### config.mk
export PLATFORM = sky130hd
export DESIGN_NAME = avmm_csr_master_flat
export DESIGN_NICKNAME = d
export VERILOG_FILES = /design/src/rtl/avmm_csr_master_if.sv /design/src/rtl/avmm_csr_master.sv /design/src/flat_wrapper.sv
export SDC_FILE = /design/constraint.sdc
export NUM_CORES = 1
export LEC_CHECK = 0
export CAP_MARGIN = 20
export CORE_MARGIN = 1.5
export CORE_UTILIZATION = 41
export CTS_CLUSTER_DIAMETER = 30
export CTS_CLUSTER_SIZE = 25
export DETAILED_ROUTE_END_ITERATION = 8
export PLACE_DENSITY_LB_ADDON = 0.1
export SLEW_MARGIN = 20
export SYNTH_ARGS = -nofsm -noshare
export SYNTH_HDL_FRONTEND = slang
export SYNTH_SLANG_ARGS = --single-unit
export TNS_END_PERCENT = 50
### constraint.sdc
create_clock -name clk -period 1.93 [get_ports clk]
set_clock_uncertainty 0.05 [all_clocks]
set_input_delay 0.579 -clock clk [delete_from_list [all_inputs] [get_ports clk]]
set_output_delay 0.579 -clock clk [all_outputs]
set_load 0.05 [all_outputs]
### src/rtl/avmm_csr_master_if.sv
// Command/response and Avalon-MM bus bundle for the CSR master.
interface avmm_csr_master_if;
    logic        cmd_valid;
    logic        cmd_ready;
    logic        cmd_write;
    logic [31:0] cmd_addr;
    logic [31:0] cmd_wdata;

    logic        rsp_valid;
    logic        rsp_ready;
    logic [31:0] rsp_rdata;
    logic        rsp_write;
    logic        rsp_timeout;

    logic [31:0] master_address;
    logic        master_read;
    logic        master_write;
    logic [31:0] master_writedata;
    logic [3:0]  master_byteenable;
    logic        master_waitrequest;
    logic [31:0] master_readdata;
    logic        master_readdatavalid;

    // View from the CSR master itself.
    modport master (
        input  cmd_valid, cmd_write, cmd_addr, cmd_wdata, rsp_ready,
        input  master_waitrequest, master_readdata, master_readdatavalid,
        output cmd_ready, rsp_valid, rsp_rdata, rsp_write, rsp_timeout,
        output master_address, master_read, master_write, master_writedata,
        output master_byteenable
    );

    // View from the command source / Avalon slave side.
    modport slave (
        output cmd_valid, cmd_write, cmd_addr, cmd_wdata, rsp_ready,
        output master_waitrequest, master_readdata, master_readdatavalid,
        input  cmd_ready, rsp_valid, rsp_rdata, rsp_write, rsp_timeout,
        input  master_address, master_read, master_write, master_writedata,
        input  master_byteenable
    );
endinterface

### src/rtl/avmm_csr_master.sv
// Single-outstanding CSR master: turns one command into one Avalon-MM beat,
// waits for read data with a bounded timeout and returns one response.
//
// state   | meaning
// IDLE    | ready for a command (cmd_ready=1 once out of reset)
// REQ     | read/write request on the bus, waiting for waitrequest=0
// RD_WAIT | read accepted, waiting for readdatavalid
// RSP     | response presented, waiting for rsp_ready
module avmm_csr_master #(
    parameter logic [15:0] TIMEOUT_CYCLES = 16'd255,
    parameter logic [31:0] TIMEOUT_DATA   = 32'hDEAD_BEEF
) (
    input  logic                      clk,
    input  logic                      rst_n,
    avmm_csr_master_if.master         bus,
    output logic [7:0]                stray_cnt
);
    typedef enum logic [1:0] {IDLE, REQ, RD_WAIT, RSP} state_t;

    state_t      state_q, state_d;
    logic        cmd_ready_q, cmd_ready_d;
    logic [31:0] addr_q, addr_d;
    logic [31:0] wdata_q, wdata_d;
    logic        read_q, read_d;
    logic        write_q, write_d;
    logic [3:0]  be_q, be_d;
    logic        rsp_valid_q, rsp_valid_d;
    logic [31:0] rsp_rdata_q, rsp_rdata_d;
    logic        rsp_write_q, rsp_write_d;
    logic        rsp_timeout_q, rsp_timeout_d;
    logic [7:0]  stray_cnt_q, stray_cnt_d;
    logic [15:0] tmo_cnt_q, tmo_cnt_d;
    logic        tmo_last;
    logic        stray_hit;
    logic        rdv;

    assign rdv      = bus.master_readdatavalid;
    // Current cycle is the last one allowed in REQ/RD_WAIT.
    assign tmo_last = (tmo_cnt_q == (TIMEOUT_CYCLES - 16'd1));

    // Next-state and next-output computation.
    always_comb begin
        state_d       = state_q;
        cmd_ready_d   = cmd_ready_q;
        addr_d        = addr_q;
        wdata_d       = wdata_q;
        read_d        = read_q;
        write_d       = write_q;
        be_d          = be_q;
        rsp_valid_d   = rsp_valid_q;
        rsp_rdata_d   = rsp_rdata_q;
        rsp_write_d   = rsp_write_q;
        rsp_timeout_d = rsp_timeout_q;
        tmo_cnt_d     = tmo_cnt_q;
        stray_hit     = 1'b0;

        case (state_q)
            IDLE: begin
                stray_hit   = rdv;
                cmd_ready_d = 1'b1;
                if (bus.cmd_valid && cmd_ready_q) begin
                    state_d     = REQ;
                    cmd_ready_d = 1'b0;
                    addr_d      = bus.cmd_addr;
                    wdata_d     = bus.cmd_wdata;
                    read_d      = !bus.cmd_write;
                    write_d     = bus.cmd_write;
                    be_d        = 4'hF;
                    rsp_write_d = bus.cmd_write;
                    tmo_cnt_d   = 16'd0;
                end
            end
            REQ: begin
                tmo_cnt_d = tmo_cnt_q + 16'd1;
                // Only a read completing this very cycle may consume readdatavalid.
                stray_hit = rdv && !(read_q && !bus.master_waitrequest);
                if (!bus.master_waitrequest) begin
                    read_d  = 1'b0;
                    write_d = 1'b0;
                    be_d    = 4'h0;
                    if (write_q) begin
                        state_d       = RSP;
                        rsp_valid_d   = 1'b1;
                        rsp_rdata_d   = 32'd0;
                        rsp_timeout_d = 1'b0;
                    end else if (rdv) begin
                        state_d       = RSP;
                        rsp_valid_d   = 1'b1;
                        rsp_rdata_d   = bus.master_readdata;
                        rsp_timeout_d = 1'b0;
                    end else begin
                        state_d = RD_WAIT;
                    end
                end else if (tmo_last) begin
                    read_d        = 1'b0;
                    write_d       = 1'b0;
                    be_d          = 4'h0;
                    state_d       = RSP;
                    rsp_valid_d   = 1'b1;
                    rsp_rdata_d   = write_q ? 32'd0 : TIMEOUT_DATA;
                    rsp_timeout_d = 1'b1;
                end
            end
            RD_WAIT: begin
                tmo_cnt_d = tmo_cnt_q + 16'd1;
                if (rdv) begin
                    state_d       = RSP;
                    rsp_valid_d   = 1'b1;
                    rsp_rdata_d   = bus.master_readdata;
                    rsp_timeout_d = 1'b0;
                end else if (tmo_last) begin
                    state_d       = RSP;
                    rsp_valid_d   = 1'b1;
                    rsp_rdata_d   = TIMEOUT_DATA;
                    rsp_timeout_d = 1'b1;
                end
            end
            RSP: begin
                stray_hit = rdv;
                if (bus.rsp_ready) begin
                    state_d     = IDLE;
                    rsp_valid_d = 1'b0;
                    cmd_ready_d = 1'b1;
                end
            end
            default: begin
                state_d = IDLE;
            end
        endcase

        stray_cnt_d = (stray_hit && (stray_cnt_q != 8'hFF)) ? stray_cnt_q + 8'd1
                                                            : stray_cnt_q;
    end

    // State and registered outputs.
    always_ff @(posedge clk or negedge rst_n) begin
        if (!rst_n) begin
            state_q       <= IDLE;
            cmd_ready_q   <= 1'b0;
            addr_q        <= 32'd0;
            wdata_q       <= 32'd0;
            read_q        <= 1'b0;
            write_q       <= 1'b0;
            be_q          <= 4'h0;
            rsp_valid_q   <= 1'b0;
            rsp_rdata_q   <= 32'd0;
            rsp_write_q   <= 1'b0;
            rsp_timeout_q <= 1'b0;
            stray_cnt_q   <= 8'd0;
            tmo_cnt_q     <= 16'd0;
        end else begin
            state_q       <= state_d;
            cmd_ready_q   <= cmd_ready_d;
            addr_q        <= addr_d;
            wdata_q       <= wdata_d;
            read_q        <= read_d;
            write_q       <= write_d;
            be_q          <= be_d;
            rsp_valid_q   <= rsp_valid_d;
            rsp_rdata_q   <= rsp_rdata_d;
            rsp_write_q   <= rsp_write_d;
            rsp_timeout_q <= rsp_timeout_d;
            stray_cnt_q   <= stray_cnt_d;
            tmo_cnt_q     <= tmo_cnt_d;
        end
    end

    assign bus.cmd_ready         = cmd_ready_q;
    assign bus.rsp_valid         = rsp_valid_q;
    assign bus.rsp_rdata         = rsp_rdata_q;
    assign bus.rsp_write         = rsp_write_q;
    assign bus.rsp_timeout       = rsp_timeout_q;
    assign bus.master_address    = addr_q;
    assign bus.master_read       = read_q;
    assign bus.master_write      = write_q;
    assign bus.master_writedata  = wdata_q;
    assign bus.master_byteenable = be_q;
    assign stray_cnt             = stray_cnt_q;
endmodule
### src/flat_wrapper.sv
// flat-port wrapper written by rule: the top's interface ports become plain ports
module avmm_csr_master_flat 
#(
    parameter logic [15:0] TIMEOUT_CYCLES = 16'd255,
    parameter logic [31:0] TIMEOUT_DATA   = 32'hDEAD_BEEF
)
  (clk, rst_n, stray_cnt, bus_cmd_valid, bus_cmd_write, bus_cmd_addr, bus_cmd_wdata, bus_rsp_ready, bus_master_waitrequest, bus_master_readdata, bus_master_readdatavalid, bus_cmd_ready, bus_rsp_valid, bus_rsp_rdata, bus_rsp_write, bus_rsp_timeout, bus_master_address, bus_master_read, bus_master_write, bus_master_writedata, bus_master_byteenable);
  avmm_csr_master_if bus_i ();
  input  logic clk;
  input  logic rst_n;
  output logic [7:0] stray_cnt;
  input wire logic [$bits(bus_i.cmd_valid)-1:0] bus_cmd_valid;
  input wire logic [$bits(bus_i.cmd_write)-1:0] bus_cmd_write;
  input wire logic [$bits(bus_i.cmd_addr)-1:0] bus_cmd_addr;
  input wire logic [$bits(bus_i.cmd_wdata)-1:0] bus_cmd_wdata;
  input wire logic [$bits(bus_i.rsp_ready)-1:0] bus_rsp_ready;
  input wire logic [$bits(bus_i.master_waitrequest)-1:0] bus_master_waitrequest;
  input wire logic [$bits(bus_i.master_readdata)-1:0] bus_master_readdata;
  input wire logic [$bits(bus_i.master_readdatavalid)-1:0] bus_master_readdatavalid;
  output wire logic [$bits(bus_i.cmd_ready)-1:0] bus_cmd_ready;
  output wire logic [$bits(bus_i.rsp_valid)-1:0] bus_rsp_valid;
  output wire logic [$bits(bus_i.rsp_rdata)-1:0] bus_rsp_rdata;
  output wire logic [$bits(bus_i.rsp_write)-1:0] bus_rsp_write;
  output wire logic [$bits(bus_i.rsp_timeout)-1:0] bus_rsp_timeout;
  output wire logic [$bits(bus_i.master_address)-1:0] bus_master_address;
  output wire logic [$bits(bus_i.master_read)-1:0] bus_master_read;
  output wire logic [$bits(bus_i.master_write)-1:0] bus_master_write;
  output wire logic [$bits(bus_i.master_writedata)-1:0] bus_master_writedata;
  output wire logic [$bits(bus_i.master_byteenable)-1:0] bus_master_byteenable;
  assign bus_i.cmd_valid = bus_cmd_valid;
  assign bus_i.cmd_write = bus_cmd_write;
  assign bus_i.cmd_addr = bus_cmd_addr;
  assign bus_i.cmd_wdata = bus_cmd_wdata;
  assign bus_i.rsp_ready = bus_rsp_ready;
  assign bus_i.master_waitrequest = bus_master_waitrequest;
  assign bus_i.master_readdata = bus_master_readdata;
  assign bus_i.master_readdatavalid = bus_master_readdatavalid;
  assign bus_cmd_ready = bus_i.cmd_ready;
  assign bus_rsp_valid = bus_i.rsp_valid;
  assign bus_rsp_rdata = bus_i.rsp_rdata;
  assign bus_rsp_write = bus_i.rsp_write;
  assign bus_rsp_timeout = bus_i.rsp_timeout;
  assign bus_master_address = bus_i.master_address;
  assign bus_master_read = bus_i.master_read;
  assign bus_master_write = bus_i.master_write;
  assign bus_master_writedata = bus_i.master_writedata;
  assign bus_master_byteenable = bus_i.master_byteenable;
  avmm_csr_master #(.TIMEOUT_CYCLES(TIMEOUT_CYCLES), .TIMEOUT_DATA(TIMEOUT_DATA)) u_core (.clk(clk), .rst_n(rst_n), .bus(bus_i), .stray_cnt(stray_cnt));
endmodule
==> reports/results.md, run 1 <==
| Group | Result | Reported |
|:---|:---|:---|
| die | Effective utilization at floorplan | 41.9% |
| synth | Net count of the mapped netlist | 771 |
| synth | Post-synthesis sequential element count | 129 |
| sta | Setup TNS | -0.634 ns |
| setup path | Endpoint type of the worst setup path | flip-flop |
| sta | Share of the clock period used by the worst path after layout | 104% |
| clocking | Root Driver | sky130_fd_sc_hd__clkbuf_16 |
| setup path | Crit path required time | 2.18 ns |
| hold path | Worst Hold Class | in -> async |
| place | Half-perimeter wire length of the detailed placement result | 12300 um |
| grt | Via count of the first global-routing pass | 5744 |
| synth | Average size of a mapped cell | 9.19 um2 |
| sta | Worst hold slack | 0.0497 ns |
| pwr | Power per unit of standard cell area | 2000 nW/um2 |
| synth | Portion of the post-synthesis area used by sequential elements | 53.2% |
| clocking | Count of hold-fix buffers inserted at cts | 0 |
| setup path | Critical register-to-register path endpoint | u_core.stray_cnt[1] |
| run status | Result of the run | complete, but fails checks |
| die | Area of the placeable core | 14500 um2 |
| die | Std cell rows | 44 |
| clocking | Count of clock tree sinks | 129 |
| sta | Worst Setup Slack, final | -0.0786 ns |
| setup path | Type of the worst setup path | reg -> reg |
| clocking | Clock tree from TritonCTS | done |
| die | Vertical extent of the die | 125 um |
| drt | Final wirelength | 17700 um |
| synth | Post-synthesis instance area | 6060 um2 |
| setup path | Arrival time reported for the critical path endpoint | 2.26 ns |
| sta | Final Slew Violations | 0 |
| finish | Most frequent cells in the layout | sky130_fd_sc_hd__nand2_1 (208), sky130_fd_sc_hd__buf_4 (151), sky130_fd_sc_hd__dfrtp_1 (129), sky130_fd_sc_hd__clkdlybuf4s50_1 (100), sky130_fd_sc_hd__nor2_1 (63) |
| clocking | Number of buffers created by CTS | 17 |
| sta | Tightest slew margin relative to the limit | 61.1% |
| setup path | Number of cells on the worst reg-to-reg path | 8 |
| grt | Antenna violations before repair | 0 |
| clocking | Maximum level of the CTS H-tree | 4 |
| sta | Setup repair after global routing missed its margin | yes |
| finish | Total number of nets in the final design | 1038 |
| pwr | Static leakage power | 4.73 nW |
| finish | Count of antenna diodes in the layout | 0 |
| synth | Number of warnings printed during yosys synthesis | 0 |
| setup path | Register-to-register path setup slack | -0.08 ns |
| clocking | Deepest clock path buffer count | 2 |
| place | Number of buffers inserted by port buffering | 216 |
| synth | Async set-or-reset flop fraction in the synthesized netlist | 100% |
| drt | Residual antenna-violating net count after detailed routing | 0 |
| clocking | Clock-pin transition on the worst setup and hold timing paths | 0.06 ns |
| finish | Area Growth Syn to Fin | 59.0% |
| synth | Synthesized netlist cell count | 660 |
| place | Final weighted congestion of routability-driven global placement | 0.825 |
| setup path | Worst-path fanout max | 7 |
| synth | Count of flip-flops with a built-in enable after synthesis | 0 |
| die | X dimension of the die | 125 um |
| synth | Yosys cell types | 55 |
| drt | Iteration-0 DRC Markers | 221 |
| drt | Detail-routed via count per cell | 5.02 |
| grt | Total global routing track utilization | 22.9% |
| run status | Failing checks | negative setup slack |
| pwr | Maximum ir drop on the vdd rail | 1.04 mV |
| finish | Most common library cell in the layout ignoring fill and taps | sky130_fd_sc_hd__nand2_1 |
| drt | DR DRC count | 0 |
| synth | Top_reg_cell synth | sky130_fd_sc_hd__dfrtp_1 |
| die | DIE AREA | 15500 um2 |
| finish | Fraction of layout instances using a drive strength above 1 | 26.8% |
| drt | Wirelength per Cell | 15.7 um |
| grt | Total grt overflow | 0 |
| clocking | Worst-Skew Late Latency | 0.41 ns |
| setup path | CP startpoint kind | flip-flop |
| sta | Achievable frequency | 0.498 GHz |
| sta | Final period demand of the worst path | 2.01 ns |
| drt | 1st-pass router iterations | 5 |
| flow run | Max-cap check violation count | 0 |
| drt | Overall via count from detail_route | 5642 |
| die | I/O pins | 217 |
| sta | Final setup violation count | 26 |
| sta | Transition time at the pin with the least slew margin | 0.583 ns |
| sta | Hold violation total from the final report | 0 |
| setup path | R2R Path Start | u_core.state_q[1] |
| grt | Maximum number of pins on one net before global-route repair | 41 |
| grt | Global-route wire length before repair | 28700 um |
## timing repair
| item | 4_1_cts | 5_1_grt |
|---|---|---|
| setup endpoints to repair | 46 | 36 |
| resized for setup | 26 | 24 |
| pin swaps | 8 | 13 |
| cloned | 1 | 0 |
| setup buffers | 8 | 6 |
## Yosys cell counts, types with 3 or more instances
library cell / number / area share [%]
sky130_fd_sc_hd__xor2_1: 11 / 1.6
sky130_fd_sc_hd__clkbuf_1: 25 / 1.5
sky130_fd_sc_hd__mux2i_1: 25 / 4.1
sky130_fd_sc_hd__o22ai_1: 25 / 2.6
sky130_fd_sc_hd__nand4b_1: 3 / 0.43
sky130_fd_sc_hd__nand4_1: 6 / 0.62
sky130_fd_sc_hd__o21ai_0: 10 / 0.83
sky130_fd_sc_hd__a21oi_1: 10 / 0.83
sky130_fd_sc_hd__inv_1: 31 / 1.9
sky130_fd_sc_hd__o211ai_1: 4 / 0.50
sky130_fd_sc_hd__buf_4: 4 / 0.50
sky130_fd_sc_hd__buf_1: 6 / 0.37
sky130_fd_sc_hd__a211oi_1: 4 / 0.50
sky130_fd_sc_hd__nand3_1: 8 / 0.66
sky130_fd_sc_hd__ha_1: 8 / 1.7
sky130_fd_sc_hd__a22o_1: 9 / 1.3
sky130_fd_sc_hd__xnor2_1: 7 / 1.0
sky130_fd_sc_hd__a21o_1: 4 / 0.50
sky130_fd_sc_hd__nor4_1: 3 / 0.31
sky130_fd_sc_hd__and3_1: 4 / 0.41
sky130_fd_sc_hd__and4_1: 5 / 0.72
sky130_fd_sc_hd__nand2_1: 208 / 13
sky130_fd_sc_hd__nor3_1: 4 / 0.33
sky130_fd_sc_hd__nor2_1: 66 / 4.1
sky130_fd_sc_hd__nor2b_1: 3 / 0.31
sky130_fd_sc_hd__dfrtp_1: 129 / 53
## worst max-delay path, cell delays in order, from the launching register on
cell,delay [ns]
sky130_fd_sc_hd__dfrtp_1,0.42
sky130_fd_sc_hd__inv_2,0.14
sky130_fd_sc_hd__ha_4,0.17
sky130_fd_sc_hd__buf_6,0.12
sky130_fd_sc_hd__nand2b_1,0.15
sky130_fd_sc_hd__nand4b_1,0.21
sky130_fd_sc_hd__buf_6,0.22
sky130_fd_sc_hd__nor2_4,0.12
sky130_fd_sc_hd__mux2_4,0.30
## metal layers
layer | vias up | routed length [um] | GRT usage, % | share of wire, %
met4 | 0 | 467 | 9.33 | 2.6
met3 | 37 | 897 | 5.50 | 5.1
met5 | - | 0 | 0 | 0
li1 | 2715 | - | - | -
met1 | 2726 | 7070 | 26.5 | 40
met2 | 164 | 9260 | 40.7 | 52
## layout make-up
class | instances | area [um2]
Inverter | 31 | 116
Timing Repair Buffer | 286 | 2740
Fill cell | 1133 | 4840
Clock inverter | 11 | 151
Sequential cell | 129 | 3230
Clock buffer | 21 | 470
Multi-Input combinational cell | 462 | 2710
Tap cell | 184 | 230
## how the worst max path moves through the flow
stage                            from                  endpoint  slack, ns  depth (start not counted)
3_5_place_dp   bus_master_waitrequest   u_core.bus.rsp_rdata[2]      -0.73                          5
5_1_grt             u_core.state_q[1]       u_core.stray_cnt[5]      -0.13                          8
6_report            u_core.state_q[1]       u_core.stray_cnt[1]      -0.08                          8
2_1_floorplan       u_core.state_q[0]       u_core.stray_cnt[1]       0.01                          7
3_3_place_gp   bus_master_waitrequest  u_core.bus.rsp_rdata[26]      -0.64                          5
4_1_cts             u_core.state_q[1]       u_core.stray_cnt[6]      -0.03                          8
## report_power, final
part	switching [mW]	total [mW]	internal, mW
sequential	0.831	4.70	3.87
clock	1.20	3.34	2.14
combinational	7.03	11.2	4.18
total	9.06	19.2	10.2
## through the flow
step	worst slack (ns)	cells	instance area [um2]	util, %	power, mW
CTS	-0.0253	1118	9470	65.4	19.0
detailed placement	-0.728	1077	8640	59.7	15.1
finish	-0.0786	1124	9640	66.6	19.2
floorplan	0.0123	660	6070	-	11.5
global route	-0.134	1124	9640	66.6	20.2
global placement	-0.640	1077	8640	59.7	14.9
## cell families after synthesis
family | after synthesis | share of synthesized area, %
multiplexers | 26 | 4.31
AO/OA/AOI/OAI | 82 | 9.66
flip-flops | 129 | 53.2
XOR/XNOR | 18 | 2.60
AND/OR/NAND/NOR | 327 | 23.4
buffers and inverters | 70 | 5.16
adder cells (fa/ha/maj) | 8 | 1.65
## flip-flops by register name, indices dropped and copies added, names as in the netlist, 2 cells and up
| register | flops |
|---|---|
| u_core.bus.rsp_rdata | 32 |
| u_core.tmo_cnt_q | 16 |
| u_core.state_q | 2 |
| u_core.bus.master_address | 32 |
| u_core.bus.master_writedata | 32 |
| u_core.stray_cnt | 8 |
Note: power is estimated with default switching activity, not from simulation.
==> run 2: changes to the inputs <==
--- a/config.mk
+++ b/config.mk
@@ -9,7 +9,7 @@
 export CORE_MARGIN = 1.5
 export CORE_UTILIZATION = 41
 export CTS_CLUSTER_DIAMETER = 30
-export CTS_CLUSTER_SIZE = 25
+export CTS_CLUSTER_SIZE = 16
 export DETAILED_ROUTE_END_ITERATION = 8
 export PLACE_DENSITY_LB_ADDON = 0.1
 export SLEW_MARGIN = 20
==> results of run 2 <==
Final layout, timing and power as in run 1 (identical DEF).
==> run 3: changes to the inputs <==
--- a/config.mk
+++ b/config.mk
@@ -6,7 +6,7 @@
 export NUM_CORES = 1
 export LEC_CHECK = 0
 export CAP_MARGIN = 20
-export CORE_MARGIN = 1.5
+export CORE_MARGIN = 5
 export CORE_UTILIZATION = 41
 export CTS_CLUSTER_DIAMETER = 30
 export CTS_CLUSTER_SIZE = 16
==> reports/results.md, run 3 (synthesized netlist as in run 1, its figures left out) <==
| Group | Result | Reported |
|:---|:---|:---|
| run status | Result of the run | complete, but fails checks |
| drt | 1st-pass router iterations | 5 |
| finish | Filler cells | 1143 |
| setup path | Arrival time reported for the critical path endpoint | 2.24 ns |
| finish | Most common library cell in the layout ignoring fill and taps | sky130_fd_sc_hd__nand2_1 |
| setup path | Critical register-to-register path endpoint | u_core.bus.rsp_rdata[22] |
| die | Std cell rows | 44 |
| place | Number of buffers inserted by port buffering | 216 |
| pwr | Maximum ir drop on the vdd rail | 1.30 mV |
| drt | Residual antenna-violating net count after detailed routing | 0 |
| sta | Share of the clock period used by the worst path after layout | 104% |
| place | Final weighted congestion of routability-driven global placement | 0.807 |
| grt | Total grt overflow | 0 |
| drt | Detail-routed via count per cell | 5.03 |
| setup path | Cell-by-cell listing of the critical path | inv_2 > ha_4 > or4b_4 > nand2_4 > buf_6 > a221oi_4 > buf_4 > a22o_1 |
| clocking | Number of buffers created by CTS | 17 |
| die | Vertical extent of the die | 132 um |
| run status | Failing checks | negative setup slack |
| sta | Worst Setup Slack, final | -0.0718 ns |
| grt | Antenna violations before repair | 0 |
| setup path | Crit path largest cell delay | 0.49 ns |
| sta | Transition time at the pin with the least slew margin | 0.685 ns |
| drt | Iteration-0 DRC Markers | 245 |
| clocking | Count of clock tree sinks | 129 |
| clocking | Deepest clock path buffer count | 2 |
| setup path | CP startpoint kind | flip-flop |
| sta | Worst hold slack | 0.0266 ns |
| die | I/O pins | 217 |
| sta | Hold violation total from the final report | 0 |
| finish | Fraction of layout instances using a drive strength above 1 | 27.1% |
| grt | Global-route wire length before repair | 29800 um |
| pwr | Total chip power | 19.7 mW |
| sta | Final Slew Violations | 0 |
| setup path | Worst-path fanout max | 3 |
| clocking | Worst-Skew Late Latency | 0.41 ns |
| pwr | Static leakage power | 4.78 nW |
| place | Half-perimeter wire length of the detailed placement result | 13100 um |
| drt | Overall via count from detail_route | 5674 |
| clocking | Root Driver | sky130_fd_sc_hd__clkbuf_16 |
| die | DIE AREA | 17300 um2 |
| drt | DR DRC count | 0 |
| drt | Final wirelength | 18800 um |
| setup path | Crit path required time | 2.17 ns |
| sta | Final setup violation count | 30 |
| finish | Most frequent cells in the layout | sky130_fd_sc_hd__nand2_1 (208), sky130_fd_sc_hd__buf_4 (157), sky130_fd_sc_hd__dfrtp_1 (128), sky130_fd_sc_hd__clkdlybuf4s50_1 (101), sky130_fd_sc_hd__nor2_1 (64) |
| pwr | Power per unit of standard cell area | 2030 nW/um2 |
| place | Cells after DPL | 1079 |
| die | Area of the placeable core | 14500 um2 |
| setup path | Number of cells on the worst reg-to-reg path | 8 |
| clocking | Maximum level of the CTS H-tree | 4 |
| drt | Wirelength per Cell | 16.6 um |
| grt | Via count of the first global-routing pass | 5832 |
| setup path | Endpoint type of the worst setup path | flip-flop |
| grt | Total global routing track utilization | 20.9% |
| setup path | Type of the worst setup path | reg -> reg |
| die | X dimension of the die | 132 um |
| setup path | Critical-path top delay cell | sky130_fd_sc_hd__or4b_4 |
| sta | Setup repair after global routing missed its margin | yes |
| clocking | Clock tree from TritonCTS | done |
| finish | Total number of nets in the final design | 1042 |
| setup path | Count of buffer and inverter cells on the critical path | 3 |
| finish | Count of antenna diodes in the layout | 0 |
| sta | Final period demand of the worst path | 2.00 ns |
| sta | Tightest slew margin relative to the limit | 54.3% |
| finish | Cell Count, Final, Fillers Out | 1128 |
| flow run | Max-cap check violation count | 0 |
| sta | Achievable frequency | 0.500 GHz |
| setup path | R2R Path Start | u_core.state_q[1] |
| clocking | Clock-pin transition on the worst setup and hold timing paths | 0.06 ns |
| setup path | Register-to-register path setup slack | -0.07 ns |
| setup path | Dominant delay contributor by cell family on the critical path | simple AND/OR/NAND/NOR gates |
| finish | Area Growth Syn to Fin | 60.7% |
| hold path | Worst Hold Class | in -> async |
| place | Dpl ws | -0.699 ns |
| grt | Maximum number of pins on one net before global-route repair | 43 |
| die | Effective utilization at floorplan | 41.7% |
-- run 3: how the worst max path moves through the flow --
stage | startpoint | end | slack, ns | depth (start not counted)
after detailed placement | bus_master_readdatavalid | u_core.bus.rsp_rdata[31] | -0.70 | 5
final | u_core.state_q[1] | u_core.bus.rsp_rdata[22] | -0.07 | 8
after global routing | u_core.state_q[0] | u_core.bus.rsp_rdata[29] | -0.11 | 7
after CTS | u_core.state_q[1] | u_core.bus.rsp_rdata[22] | -0.08 | 8
after floorplan | u_core.state_q[0] | u_core.stray_cnt[1] | 0.01 | 7
after global placement | bus_master_waitrequest | u_core.bus.rsp_rdata[15] | -0.63 | 5
-- run 3: metrics by stage --
step / util [%] / instance area, um2 / TNS [ns]
after floorplan: - / 6070 / 0
after CTS: 65.1 / 9460 / -0.435
after global routing: 67.0 / 9740 / -2.46
final: 67.0 / 9740 / -0.642
after global placement: 59.3 / 8620 / -36.59
after detailed placement: 59.3 / 8620 / -37.86
-- run 3: metal layers --
metal	up-vias	GRT usage, %	share of wire (%)
met1	2728	26.3	42
met3	30	5.47	5.6
met4	0	7.43	1.9
met5	-	0	0
li1	2720	-	-
met2	196	34.7	51
-- run 3: where the power goes --
group | internal [mW] | switching (mW)
clock | 2.46 | 1.20
sequential | 3.87 | 0.847
combinational | 4.26 | 7.12
total | 10.6 | 9.16
-- run 3: layout make-up --
| cell class | count | area (um2) | area share, % |
|---|---|---|---|
| inverters | 31 | 116 | 1.19 |
| clock inverters | 13 | 234 | 2.40 |
| flip-flops and latches | 129 | 3230 | 33.1 |
| well taps | 184 | 230 | 2.36 |
| clock buffers | 19 | 443 | 4.55 |
| repair buffers | 290 | 2760 | 28.3 |
| multi-input cells | 462 | 2730 | 28.0 |
-- run 3: repair_timing --
action,4_1_cts,5_1_grt
hold endpoints to repair,0,0
setup buffers,6,9
gates resized for setup,17,34
setup endpoints to repair,48,38
pin swaps,5,12
hold buffers,0,0
cloned,1,2
